File: config.mk
export PLATFORM = sky130hd
export DESIGN_NAME = uart_tx
export DESIGN_NICKNAME = d
export VERILOG_FILES = /design/src/rtl/uart_tx.sv
export SDC_FILE = /design/constraint.sdc
export NUM_CORES = 1
export LEC_CHECK = 0
export ABC_AREA = 1
export BUFFER_PORTS_ARGS = -buffer_cell sky130_fd_sc_hd__buf_2
export CAP_MARGIN = 20
export CORE_MARGIN = 2
export CORE_UTILIZATION = 61
export CTS_CLUSTER_SIZE = 10
export DETAILED_ROUTE_END_ITERATION = 16
export PLACE_DENSITY = 0.82
export SLEW_MARGIN = 20
export SYNTH_ARGS = -nofsm -noshare
export SYNTH_HDL_FRONTEND = slang
export SYNTH_SLANG_ARGS = --single-unit
File: constraint.sdc
create_clock -name clk -period 2.6 [get_ports clk]
set_clock_uncertainty 0.15 [all_clocks]
set_input_delay 0.26 -clock clk [delete_from_list [all_inputs] [get_ports clk]]
set_output_delay 0.26 -clock clk [all_outputs]
set_load 0.1 [all_outputs]
File: src/rtl/uart_tx.sv
// uart_tx: UART transmitter, start + DBIT data bits (LSB first) + stop, timed by 16x s_tick.
// Define UART_TX_PARITY_EN to insert an even-parity bit between data and stop.
module uart_tx #(
    parameter int DBIT    = 8,
    parameter int SB_TICK = 16
) (
    input  logic       clk,
    input  logic       reset,
    input  logic       tx_start,
    input  logic       s_tick,
    input  logic [7:0] din,
    output logic       tx_done_tick,
    output logic       tx_busy,
    output logic       tx
);
    typedef enum logic [2:0] {
        IDLE,
        START,
        DATA,
`ifdef UART_TX_PARITY_EN
        PARITY,
`endif
        STOP
    } state_t;

    state_t     state, state_next;
    logic [4:0] s, s_next;
    logic [2:0] n, n_next;
    logic [7:0] b, b_next;
    logic       tx_next;
`ifdef UART_TX_PARITY_EN
    logic       p, p_next;
`endif

    always_ff @(posedge clk or posedge reset) begin
        if (reset) begin
            state <= IDLE;
            s     <= '0;
            n     <= '0;
            b     <= '0;
            tx    <= 1'b1;
`ifdef UART_TX_PARITY_EN
            p     <= 1'b0;
`endif
        end else begin
            state <= state_next;
            s     <= s_next;
            n     <= n_next;
            b     <= b_next;
            tx    <= tx_next;
`ifdef UART_TX_PARITY_EN
            p     <= p_next;
`endif
        end
    end

    always_comb begin
        state_next   = state;
        s_next       = s;
        n_next       = n;
        b_next       = b;
        tx_done_tick = 1'b0;
`ifdef UART_TX_PARITY_EN
        p_next       = p;
`endif
        case (state)
            IDLE:
                if (tx_start) begin
                    state_next = START;
                    s_next     = '0;
                    b_next     = din;
`ifdef UART_TX_PARITY_EN
                    p_next     = ^din[DBIT-1:0];
`endif
                end
            START:
                if (s_tick) begin
                    if (s == 5'd15) begin
                        state_next = DATA;
                        s_next     = '0;
                        n_next     = '0;
                    end else
                        s_next = s + 5'd1;
                end
            DATA:
                if (s_tick) begin
                    if (s == 5'd15) begin
                        s_next = '0;
                        b_next = b >> 1;
                        if (n == 3'(DBIT - 1))
`ifdef UART_TX_PARITY_EN
                            state_next = PARITY;
`else
                            state_next = STOP;
`endif
                        else
                            n_next = n + 3'd1;
                    end else
                        s_next = s + 5'd1;
                end
`ifdef UART_TX_PARITY_EN
            PARITY:
                if (s_tick) begin
                    if (s == 5'd15) begin
                        state_next = STOP;
                        s_next     = '0;
                    end else
                        s_next = s + 5'd1;
                end
`endif
            STOP:
                if (s_tick) begin
                    if (s == 5'(SB_TICK - 1)) begin
                        state_next   = IDLE;
                        tx_done_tick = 1'b1;
                    end else
                        s_next = s + 5'd1;
                end
            default: state_next = IDLE;
        endcase
        // line value follows the next state so the registered tx has no extra lag
        tx_next = 1'b1;
        if (state_next == START)
            tx_next = 1'b0;
        if (state_next == DATA)
            tx_next = b_next[0];
`ifdef UART_TX_PARITY_EN
        if (state_next == PARITY)
            tx_next = p_next;
`endif
    end

    assign tx_busy = (state != IDLE);
endmodule

==> impl_metrics.py <==
metrics = {
    "status": {
        "outcome": "finished, final reports clean",
    },
    "routing": {
        "num_vias": 1063,
        "vias_per_cell": 5.26,
        "ant_nets": 0,
        "drt_first_pass_iters": 4,
        "drc_errors": 0,
        "routedWlPerCell_um": 11.9,
        "drt-initial-drc-count": 30,
        "wl_um": 2400,
    },
    "logic_synthesis": {
        "avgSynthCellArea_um2": 7.92,
        "syn_area_mm2": 0.00125,
        "synth_compound_area_frac": 0.0880,
        "synth-xor-area-share": 0.00700,
        "synthTopCellsByArea": "dfrtp_1, nand2_1, ha_1, inv_1, nand3_1",
        "yosysSeqAreaShare": 0.401,
        "synth_area_leader_cell": "dfrtp_1",
        "synth_top_family_by_area": "simple AND/OR/NAND/NOR gates",
        "synthAdderAreaFrac": 0.0600,
        "synth_cell_type_count": 24,
        "muxShareOfSynthArea": 0,
        "synthSimpleGateAreaFrac": 0.362,
        "ys.warnings.count": 0,
        "ys_ff_latch": 20,
        "syn_inst": 158,
        "synth.top_cell.area_share": 0.380,
        "synth_nets": 176,
    },
    "die": {
        "coreArea_mm2": 0.00194,
        "die_y_um": 49.3,
        "pin_count": 15,
        "die-width_um": 49.3,
        "start_util": 0.644,
        "die_area_mm2": 0.00243,
        "rows": 16,
    },
    "setup_path": {
        "start_kind": "flip-flop",
        "cp.required_ps": 2190,
        "cp_max_fo": 6,
        "r2r_cells": 9,
        "r2r-end": "b[2]",
        "crit_family": "simple AND/OR/NAND/NOR gates",
        "path_cells": "ha_1, nand2_1, nor2_1, ha_1, nand2_1, nor2_2, clkbuf_4",
        "worstPathArrival_ps": 1970,
        "r2r_slack_ps": 440,
        "critPathKind": "flip-flop to output pin",
        "crit_buf_inv": 1,
        "worstReg2RegStart": "s[0]",
        "endpoint_kind": "output pin",
        "cp.depth": 7,
        "slowest_stage": "dfrtp_1",
        "critPathMaxStageDelay_ps": 460,
    },
    "timing": {
        "finalHoldViolations": 0,
        "drv_slew": 0,
        "hold_slack_ps": 16.0,
        "grt_setup_unrepaired": "false",
        "finalSetupTns_ps": 0,
        "setup_viol": 0,
        "worst_pin_slew_ps": 705,
        "relSlewSlack": 0.530,
        "layout_min_cycle_time_ps": 2380,
        "fin_ws_ps": 215,
        "max_freq_ghz": 0.419,
        "fin_crit_sh": 0.917,
    },
    "finish": {
        "fin_util": 0.721,
        "antennaDiodeCount": 0,
        "drive_gt1_frac": 0.206,
        "ff_latch_area_um2": 502,
        "multi_input_area_um2": 653,
        "area_growth_pct": 11.9,
        "layout.filler_cells": 161,
        "layout.nets": 194,
    },
    "global_routing": {
        "grt_pass1_vias": 1008,
        "grt_start_max_net_pins": 21,
        "grt-ovfl-total": 0,
        "grt.total_usage": 0.223,
        "grt_pass1_wl_um": 4300,
        "grt_antenna_before_repair": 0,
    },
    "worst_hold_path": {
        "hold_depth": 3,
        "hp-class": "input port to flip-flop",
        "worstHoldEndpoint": "b[7]",
        "min_from": "din[7]",
    },
    "clocking": {
        "cts_sinks": 20,
        "cts_buffers": 3,
        "cts_tree": "built",
        "cts-root-buf": "clkbuf_4",
        "clk_pin_slew_ps": 100,
        "clockBufferDepth": 2,
        "cts_setup_buffers": 0,
        "htreeDepth": 1,
        "clk_latency_ps": 290,
    },
    "placed_design": {
        "dpl.hpwl_um": 1900,
        "dpl_worst_slack_ps": 469,
        "portBuffers": 14,
        "routabilityCongestion": 0.905,
    },
    "pwr": {
        "ir_drop_uv": 535,
        "leakagePower_nw": 0.747,
        "power.density_mw_per_mm2": 519,
    },
    "flow_run": {
        "drv_cap": 0,
    },
}
cell type report:
| cell class | instances | share of cell area |
|---|---|---|
| inverter | 19 | 0.0545 |
| clock inverter | 1 | 0.0214 |
| tap | 27 | 0.0241 |
| clock buffer | 3 | 0.0161 |
| timing repair buffer | 15 | 0.0590 |
| sequential | 20 | 0.358 |
| multi-input combinational | 117 | 0.466 |
routing by layer:
metal,vias up,global-route usage,wire (um)
li1,548,-,-
met4,0,0.0714,36
met2,27,0.369,1150
met3,6,0.0123,57
met5,-,0,0
met1,482,0.314,1150
cell families (layout without fill, tap and decap cells):
| kind of cell | Yosys count | after routing |
|---|---|---|
| adders and majority gates | 6 | 6 |
| other | 1 | 1 |
| buffers and inverters | 21 | 38 |
| DFF | 20 | 20 |
| and+or+nand+nor | 93 | 93 |
| AOI/OAI and AO/OA | 16 | 16 |
| xor gates and xnor gates | 1 | 1 |
how the worst max path moves through the flow:
stage	to	slack [ps]	startpoint
after CTS	tx_done_tick	130	s[0]
after detailed placement	tx_done_tick	470	s[0]
after floorplan	tx_done_tick	310	s[0]
after global routing	tx_done_tick	70	s[0]
after global placement	tx_done_tick	550	s[0]
final	tx_done_tick	220	s[0]
cell usage in the layout, fill, tap and decap left out, drive strengths merged, types with 6 or more instances in the layout:
cell type,n
buf,13
nand2,58
ha,6
inv,18
dfrtp,19
nor2,15
nand3,15
a22oi,6
o21ai,7
sequential cells by signal, indices dropped and copies added, names as in the netlist:
signal and cells:
b 8, n 3, tx 1, s 5
state 3
cell usage after synthesis:
cell,number
a21oi_2,1
a22oi_1,6
buf_6,2
clkinv_4,1
conb_1,1
dfrtp_1,19
dfstp_2,1
ha_1,6
inv_1,18
nand2_1,53
nand2_2,2
nand2_4,3
nand3_1,11
nand3_2,3
nand3_4,1
nand3b_2,1
nand4_1,4
nor2_1,12
nor2_2,2
nor2_4,1
o2111ai_2,1
o21ai_0,7
o22ai_1,1
xor2_1,1
where the power goes:
part           total [W]  switching, W  internal (W)
Sequential      0.000365     0.0000234      0.000342
Combinational   0.000119     0.0000819     0.0000375
Clock           0.000241     0.0000857      0.000156
per-stage QoR:
step	power, W	cell area [um2]	instances
3_3_place_gp	0.000483	1340	197
4_1_cts	0.000732	1400	202
2_1_floorplan	0.000459	1250	158
3_5_place_dp	0.000489	1340	197
6_report	0.000726	1400	202
5_1_grt	0.000759	1400	202
repair_timing:
action                                  4_1_cts  5_1_grt
hold buffers                                  1        0
endpoints found under the setup margin        0        1
hold endpoints to repair                     19        0
resized for setup                             0        1
tightest hold or removal path, cell delays in order:
cell     delay [ps]
buf_2            70
nand2_1          40
nand2_1          50
No activity file was read; power rests on OpenSTA's default activity.
